<file path="src/rtl/aucohl_uart_rx.sv">
// aucohl_uart_rx: oversampling (16x) UART receiver feeding an aucohl_fifo write port.
// Latency: the wr/error pulse is registered, one clock after the stop-bit sample tick.
// Backpressure: none toward the line; fifo_full at stop sample drops the byte (overrun_err).
//
// Ports:
//   clk, rst_n            system clock, async active-low reset
//   en                    receiver enable (low forces IDLE, discards the frame)
//   rx                    asynchronous serial input, idle high
//   clk_div [PW-1:0]      clocks per 1/16-bit sample tick (0 behaves as 1)
//   parity_en/parity_odd  parity bit present / odd(1) or even(0) parity
//   fifo_full             downstream FIFO full flag
//   wr, wdata             FIFO write strobe and data (wdata held between writes)
//   frame_err, parity_err, overrun_err   single-cycle outcome pulses
//   busy                  high whenever the FSM is not IDLE
module aucohl_uart_rx #(
  parameter int PW = 16
) (
  input  logic          clk,
  input  logic          rst_n,
  input  logic          en,
  input  logic          rx,
  input  logic [PW-1:0] clk_div,
  input  logic          parity_en,
  input  logic          parity_odd,
  input  logic          fifo_full,
  output logic          wr,
  output logic [7:0]    wdata,
  output logic          frame_err,
  output logic          parity_err,
  output logic          overrun_err,
  output logic          busy
);

  typedef enum logic [2:0] {
    S_IDLE   = 3'd0,
    S_START  = 3'd1,
    S_DATA   = 3'd2,
    S_PARITY = 3'd3,
    S_STOP   = 3'd4
  } state_t;

  state_t state, state_nxt;

  logic          rx_meta, rx_s;
  logic [PW-1:0] pre_cnt;
  logic [PW-1:0] div_m1;
  logic [3:0]    samp_cnt;
  logic [2:0]    bit_cnt;
  logic [7:0]    shreg;
  logic          par_bad;
  logic          tick;

  // Strobes from the output process
  logic start_go, start_smp, bit_smp, par_smp, stop_smp;
  logic do_wr, do_frame, do_par, do_ovr;

  // Reload value; clk_div of 0 is treated as 1 (reload 0, tick every clock)
  assign div_m1 = (clk_div == '0) ? '0 : clk_div - 1'b1;

  // Prescaler only runs outside IDLE; tick on terminal count
  assign tick = (state != S_IDLE) && (pre_cnt == '0);

  // Two-flop synchroniser, idle-high reset so no false start after reset
  always_ff @(posedge clk or negedge rst_n) begin
    if (!rst_n) begin
      rx_meta <= 1'b1;
      rx_s    <= 1'b1;
    end else begin
      rx_meta <= rx;
      rx_s    <= rx_meta;
    end
  end

  // FSM: state register
  always_ff @(posedge clk or negedge rst_n) begin
    if (!rst_n) state <= S_IDLE;
    else        state <= state_nxt;
  end

  // FSM: next-state logic
  always_comb begin
    state_nxt = state;
    if (!en) begin
      state_nxt = S_IDLE;
    end else begin
      case (state)
        S_IDLE:   if (!rx_s) state_nxt = S_START;
        S_START:  if (tick && samp_cnt == 4'd7)
                    state_nxt = rx_s ? S_IDLE : S_DATA;
        S_DATA:   if (tick && samp_cnt == 4'd15 && bit_cnt == 3'd7)
                    state_nxt = parity_en ? S_PARITY : S_STOP;
        S_PARITY: if (tick && samp_cnt == 4'd15) state_nxt = S_STOP;
        S_STOP:   if (tick && samp_cnt == 4'd15) state_nxt = S_IDLE;
        default:  state_nxt = S_IDLE;
      endcase
    end
  end

  // FSM: outputs and sample strobes (all gated by en so an abort emits nothing)
  always_comb begin
    busy      = (state != S_IDLE);
    start_go  = en && (state == S_IDLE) && !rx_s;
    start_smp = en && (state == S_START)  && tick && (samp_cnt == 4'd7);
    bit_smp   = en && (state == S_DATA)   && tick && (samp_cnt == 4'd15);
    par_smp   = en && (state == S_PARITY) && tick && (samp_cnt == 4'd15);
    stop_smp  = en && (state == S_STOP)   && tick && (samp_cnt == 4'd15);
    // Exactly one outcome per frame: frame > parity > overrun > write
    do_frame  = stop_smp && !rx_s;
    do_par    = stop_smp && rx_s && par_bad;
    do_ovr    = stop_smp && rx_s && !par_bad && fifo_full;
    do_wr     = stop_smp && rx_s && !par_bad && !fifo_full;
  end

  // Prescaler and sample counter. Loading div_m1 at start detection places
  // tick k exactly k*D clocks after the detection clock.
  always_ff @(posedge clk or negedge rst_n) begin
    if (!rst_n) begin
      pre_cnt  <= '0;
      samp_cnt <= '0;
    end else if (start_go) begin
      pre_cnt  <= div_m1;
      samp_cnt <= '0;
    end else if (state != S_IDLE) begin
      pre_cnt <= tick ? div_m1 : pre_cnt - 1'b1;
      if (start_smp)  samp_cnt <= '0;  // realign so data bits sample at samp_cnt 15
      else if (tick)  samp_cnt <= samp_cnt + 1'b1;
    end
  end

  // Data shift register (LSB first), bit counter, parity check
  always_ff @(posedge clk or negedge rst_n) begin
    if (!rst_n) begin
      shreg   <= '0;
      bit_cnt <= '0;
      par_bad <= 1'b0;
    end else begin
      if (start_go) begin
        bit_cnt <= '0;
        par_bad <= 1'b0;
      end
      if (bit_smp) begin
        shreg   <= {rx_s, shreg[7:1]};
        bit_cnt <= bit_cnt + 1'b1;
      end
      if (par_smp) par_bad <= (^shreg) ^ rx_s ^ parity_odd;
    end
  end

  // Registered outcome pulses; wdata only updates on a successful write
  always_ff @(posedge clk or negedge rst_n) begin
    if (!rst_n) begin
      wr          <= 1'b0;
      wdata       <= 8'h00;
      frame_err   <= 1'b0;
      parity_err  <= 1'b0;
      overrun_err <= 1'b0;
    end else begin
      wr          <= do_wr;
      frame_err   <= do_frame;
      parity_err  <= do_par;
      overrun_err <= do_ovr;
      if (do_wr) wdata <= shreg;
    end
  end

endmodule

</file>
<file path="config.mk">
export PLATFORM = sky130hd
export DESIGN_NAME = aucohl_uart_rx
export DESIGN_NICKNAME = d
export VERILOG_FILES = /design/src/rtl/aucohl_uart_rx.sv
export SDC_FILE = /design/constraint.sdc
export NUM_CORES = 1
export LEC_CHECK = 0
export BUFFER_PORTS_ARGS = -buffer_cell sky130_fd_sc_hd__buf_2
export CAP_MARGIN = 10
export CORE_MARGIN = 2
export CORE_UTILIZATION = 33
export DETAILED_ROUTE_END_ITERATION = 8
export GPL_TIMING_DRIVEN = 0
export SYNTH_ARGS = -nofsm -noshare
export SYNTH_HDL_FRONTEND = slang
export SYNTH_SLANG_ARGS = --single-unit
</file>
<file path="constraint.sdc">
create_clock -name clk -period 2.5 [get_ports clk]
set_clock_uncertainty 0.1 [all_clocks]
set_input_delay 0 -clock clk [delete_from_list [all_inputs] [get_ports clk]]
set_output_delay 0 -clock clk [all_outputs]
set_load 0.01 [all_outputs]
</file>
Word level (Yosys, flattened, before mapping)

Cells that the tools add are included.

Logic and storage cells: 90
Output and inout bits: 13
Input port bits: 23
Flip-flop bits (word level): 49

Add/subtract/negate cells: 4
Bitwise operators: 2
Muxes and demuxes: 21
Reduce and logical (&&, ||, !) cells: 38
Equal/unequal tests: 12

Operators with widths:

| operator                                                              | number |
|---|---|
| 16-bit two-way mux                                                    | 4 |
| 16-bit zero test                                                      | 2 |
| 16-bit by 1-bit subtractor with 16-bit output (second input constant) | 2 |
| 3-bit two-way mux                                                     | 9 |
| 1-bit logical AND                                                     | 24 |
| 4-bit two-way mux                                                     | 4 |
| 3-bit != test (second input constant)                                 | 5 |
| 3-bit one-hot mux with 5 select lines                                 | 1 |
| 8-bit XOR reduction                                                   | 1 |
| 3-bit by 2-bit == test with 1-bit output (second input constant)      | 2 |
| 3-bit == test (second input constant)                                 | 2 |
| 2-bit nonzero test                                                    | 3 |
| 3-bit nonzero test                                                    | 2 |
| 5-bit AND reduction                                                   | 1 |
| 4-bit by 1-bit adder with 4-bit output (second input constant)        | 1 |
| 4-bit by 3-bit == test with 1-bit output (second input constant)      | 1 |
| 4-bit == test (second input constant)                                 | 1 |
| 3-bit by 1-bit adder with 3-bit output (second input constant)        | 1 |
| 3-bit by 1-bit == test with 1-bit output (second input constant)      | 1 |
| 1-bit zero test                                                       | 3 |
| 3-bit zero test                                                       | 1 |
| 1-bit two-way mux                                                     | 2 |
| 2-bit two-way mux                                                     | 1 |
| 2-bit AND reduction                                                   | 1 |
| 1-bit XOR                                                             | 2 |

Logic depth before layout (Yosys ltp)

Depth in word-level cells: 7
Depth in mapped cells: 9
Gate-level depth less buffers: 7

Worst setup path after synthesis

No wires, ideal clock.

Kind: reg-to-reg
Start: register pre_cnt[0]
End: register wdata[0]
Data required time: 2.275 ns
Library setup time: 0.125 ns
Setup slack: 0.206 ns
Arrival time: 2.069 ns
Period minus slack after synthesis: 2.294 ns
Buffers on the path: 1
Stages on the path, launching flop included: 9
Path through: dfrtp_1 -> inv_1 -> ha_1 -> nor4b_2 -> and4_1 -> buf_6 -> nand3_4 -> nor3_4 -> mux2_4

Word-level cells in the longest chain between the ends: 7

Ends and longest elaborated chain:

| item                            | line | text |
|---|---|---|
| start, declared                 | 45   | `logic [PW-1:0] pre_cnt;` |
| start signal, assigned          | 121  | `pre_cnt <= div_m1;` |
| start signal, assigned          | 124  | `pre_cnt <= tick ? div_m1 : pre_cnt - 1'b1;` |
| 16-bit zero test                | 61   | `assign tick = (state != S_IDLE) && (pre_cnt == '0);` |
| 1-bit logical AND               | 61   |  |
| 1-bit logical AND (2 in series) | 106  | `stop_smp = en && (state == S_STOP) && tick && (samp_cnt == 4'd15);` |
| 1-bit logical AND (3 in series) | 111  | `do_wr = stop_smp && rx_s && !par_bad && !fifo_full;` |
| end signal, assigned            | 162  | `if (do_wr) wdata <= shreg;` |
| end, declared                   | 27   | `output logic [7:0] wdata,` |

Every way passes these cells.
A chain may end at the register's enable or synchronous reset.

Worst setup path in the final report

Start: register pre_cnt[0]
End: register wdata[5]

The elaborated chain is that of the path after synthesis.

==> flow_metrics.env <==
export IMPL_fin_nets=378
export IMPL_overflow=0
export IMPL_antenna_cells=0
export IMPL_dpl_cell_count=433
export IMPL_fmax_mhz=408
export IMPL_ys_async_sr_fraction=1.00
export IMPL_yosys_warnings=0
export IMPL_grt_usage=0.135
export IMPL_path_delay_family="simple AND/OR/NAND/NOR gates"
export IMPL_yosysMostFrequentCell="dfrtp_1"
export IMPL_syn_area_mm2=0.00292
export IMPL_dp_hpwl_um=4590
export IMPL_whs_path_depth=4
export IMPL_num_vias=2343
export IMPL_synth_area_leaders="dfrtp_1, xnor2_1, mux2_2, mux2_4, nor2_1"
export IMPL_setup_viol=0
export IMPL_wl_per_cell_um=13.8
export IMPL_yosysUniqueCellTypes=60
export IMPL_viasPerCell=5.13
export IMPL_synth_top_area_frac=0.402
export IMPL_pwr_density_cell_mw_per_mm2=657
export IMPL_clkTransAtPathRegs_ns=0.09
export IMPL_path_buf_inv=3
export IMPL_min_from="parity_en"
export IMPL_slew_headroom=0.274
export IMPL_rsz0062_at_grt="true"
export IMPL_io_buffer_count=35
export IMPL_route_detailed_drc=0
export IMPL_status="finished clean"
export IMPL_gp_congestion=0.824
export IMPL_combPwrFrac=0.309
export IMPL_synth_edff_count=0
export IMPL_p_leak_nw=1.49
export IMPL_io_pins=36
export IMPL_fillCellCount=868
export IMPL_final_hold_viol_count=0
export IMPL_internal_power_mw=1.44
export IMPL_final_area_mm2=0.00352
export IMPL_path_class="register to register"
export IMPL_grt_pass1_wl_um=10600
export IMPL_die_y_um=98.1
export IMPL_first_pass_iters=4
export IMPL_cts_tree="done"
export IMPL_power_switching_mw=0.876
export IMPL_synthesis_nets=320
export IMPL_insertion_delay_ns=0.31
export IMPL_grt_pass1_vias=2218
export IMPL_die_area_mm2=0.00963
export IMPL_cts_sinks=49
export IMPL_synthTopCellsByCount="dfrtp_1, nor2_1, nand2_1, xnor2_1, o21ai_0"
export IMPL_core_area_mm2=0.00864
export IMPL_end_kind="register"
export IMPL_antenna_found_initial=0
export IMPL_cts_max_level=2
export IMPL_ir_worst_vdd_mv=0.227
export IMPL_synth_top_area_cell="dfrtp_1"
export IMPL_first_iter_violations=89
export IMPL_rows=34
export IMPL_regArea_mm2=0.00123
export IMPL_synth_ff_type="dfrtp_1"
export IMPL_final_util=0.408
export IMPL_worst_hold_path_endpoint="state[0]$_DFFE_PN0P_"
export IMPL_critPathMaxFanout=10
export IMPL_grt_start_max_net_pins=50
export IMPL_place_ws_ns=-0.204
export IMPL_final_antenna_net_count=0
export IMPL_start_util=0.338
export IMPL_worst_r2r_cell_count=9
export IMPL_power_frac_seq=0.488
export IMPL_worst_pin_slew_ns=1.09
export IMPL_synthToLayoutAreaGrowth_pct=20.5
export IMPL_avgSynthCellArea_um2=10.1
export IMPL_p_total_mw=2.31
export IMPL_r2r_slack_ns=0.05
export IMPL_max_clock_path_buffers=2
export IMPL_cp_required_ns=2.59
export IMPL_start_kind="register"
export IMPL_crit_chain="inv_1 > ha_1 > nor4b_4 > and4_2 > buf_6 > nand3_4 > nor3_4 > buf_12 > mux2_4"
export IMPL_ys_ff_latch=49
export IMPL_cts_buffers_inserted=5
export IMPL_finalNonFillerCells=457
export IMPL_fin_crit_ns=2.45
export IMPL_drive_gt1_frac=0.249
export IMPL_rr_startpoint="pre_cnt[0]$_DFFE_PN0P_"
export IMPL_synth_cells=290
export IMPL_clockPowerShare=0.203
export IMPL_period_share=0.979
export IMPL_wl_um=6310
export IMPL_worstPathArrival_ns=2.54
export IMPL_place_area_mm2=0.00323
export IMPL_clockRootBuffer="clkbuf_8"
export IMPL_min_path_type="primary input to register"
export IMPL_ys_seq_area_frac=0.420
export IMPL_multi_input_area_mm2=0.00165
export IMPL_switching_share=0.379
export IMPL_worst_slack_ns=0.0520
export IMPL_drv_cap=0
export IMPL_cp_slowest_cell="dfrtp_1"
export IMPL_r2r_end="wdata[5]$_DFFE_PN0P_"
export IMPL_fp_dieW_um=98.1
export IMPL_slew_violations=0
export IMPL_crit_path_max_incr_delay_ns=0.41
## worst max-delay path by stage
stage	from	cells after the start	endpoint	slack, ns
global placement	pre_cnt[0]$_DFFE_PN0P_	8	pre_cnt[9]$_DFFE_PN0P_	-0.17
detailed placement	pre_cnt[0]$_DFFE_PN0P_	8	pre_cnt[9]$_DFFE_PN0P_	-0.20
floorplan	pre_cnt[0]$_DFFE_PN0P_	8	wdata[0]$_DFFE_PN0P_	0.21
global route	pre_cnt[0]$_DFFE_PN0P_	9	wdata[5]$_DFFE_PN0P_	-0.10
CTS	pre_cnt[2]$_DFFE_PN0P_	5	pre_cnt[11]$_DFFE_PN0P_	0.06
finish	pre_cnt[0]$_DFFE_PN0P_	9	wdata[5]$_DFFE_PN0P_	0.05
## sequential cells by signal, indices dropped and copies added (netlist names)
name,flops
wr,1
rx_s,1
samp_cnt,4
overrun_err,1
frame_err,1
parity_err,1
par_bad,1
bit_cnt,3
state,3
shreg,8
pre_cnt,16
wdata,8
rx_meta,1
## through the flow
stage / hold WS [ns] / setup TNS, ns
after CTS: 0.0182 / 0
after detailed placement: 0.00855 / -1.42
after global placement: 0.0102 / -0.907
final: 0.0250 / 0
after global routing: 0.0782 / -1.36
after floorplan: -0.396 / 0
## power groups by stage
stage / logic [mW] / registers, mW / clock network, mW
after floorplan: 0.501 / 1.09 / 0
after global placement: 0.666 / 1.12 / 0
after detailed placement: 0.682 / 1.13 / 0
after CTS: 0.708 / 1.12 / 0.493
after global routing: 0.804 / 1.15 / 0.519
final: 0.716 / 1.13 / 0.469
## layout make-up
class | instances | share of cell area
plain buffers | 7 | 0.0142
clock buffers | 6 | 0.0206
clock inverters | 2 | 0.00426
inverters | 8 | 0.00853
multi-input cells | 226 | 0.467
flip-flops and latches | 49 | 0.349
well taps | 108 | 0.0384
repair buffers | 51 | 0.0980
## metal layers
metal / vias to the layer above / global-route usage / wire [µm]
li1: 1168 / - / -
met1: 1124 / 0.180 / 2920
met2: 45 / 0.228 / 3070
met3: 6 / 0.0200 / 243
met4: 0 / 0.0385 / 76
met5: - / 0 / 0
## cells by family after synthesis
logic type / share of synthesized area
xor+xnor: 0.0869
mux: 0.0835
buf+inv: 0.0261
fa+ha+maj: 0.0300
simple gates: 0.230
compound gates: 0.123
flops: 0.420
## tightest hold or removal path, cell delays in order
cell and delay, ns:
buf_2 0.09, nor2b_1 0.04, nor3_1 0.11, mux2_2 0.16
## layout by cell type, fill, tap and decap left out, drive strengths merged, types with 5 or more instances in the layout
cell type,instances
a21oi,9
buf,38
clkbuf,11
dfrtp,47
dlygate4sd3,15
ha,7
inv,8
mux2,19
nand2,23
nand3,12
nor2,24
nor2b,6
nor3,19
nor3b,5
nor4,6
o21ai,17
o22ai,5
xnor2,22
xor2,7
## timing repair
action	CTS	global route
resized for setup	3	6
hold buffers	15	0
gates cloned	0	0
pin swaps	1	0
endpoints found under the hold margin	61	0
buffers inserted	1	0
setup endpoints to repair	19	27
Note: power is estimated with default switching activity, not from simulation.
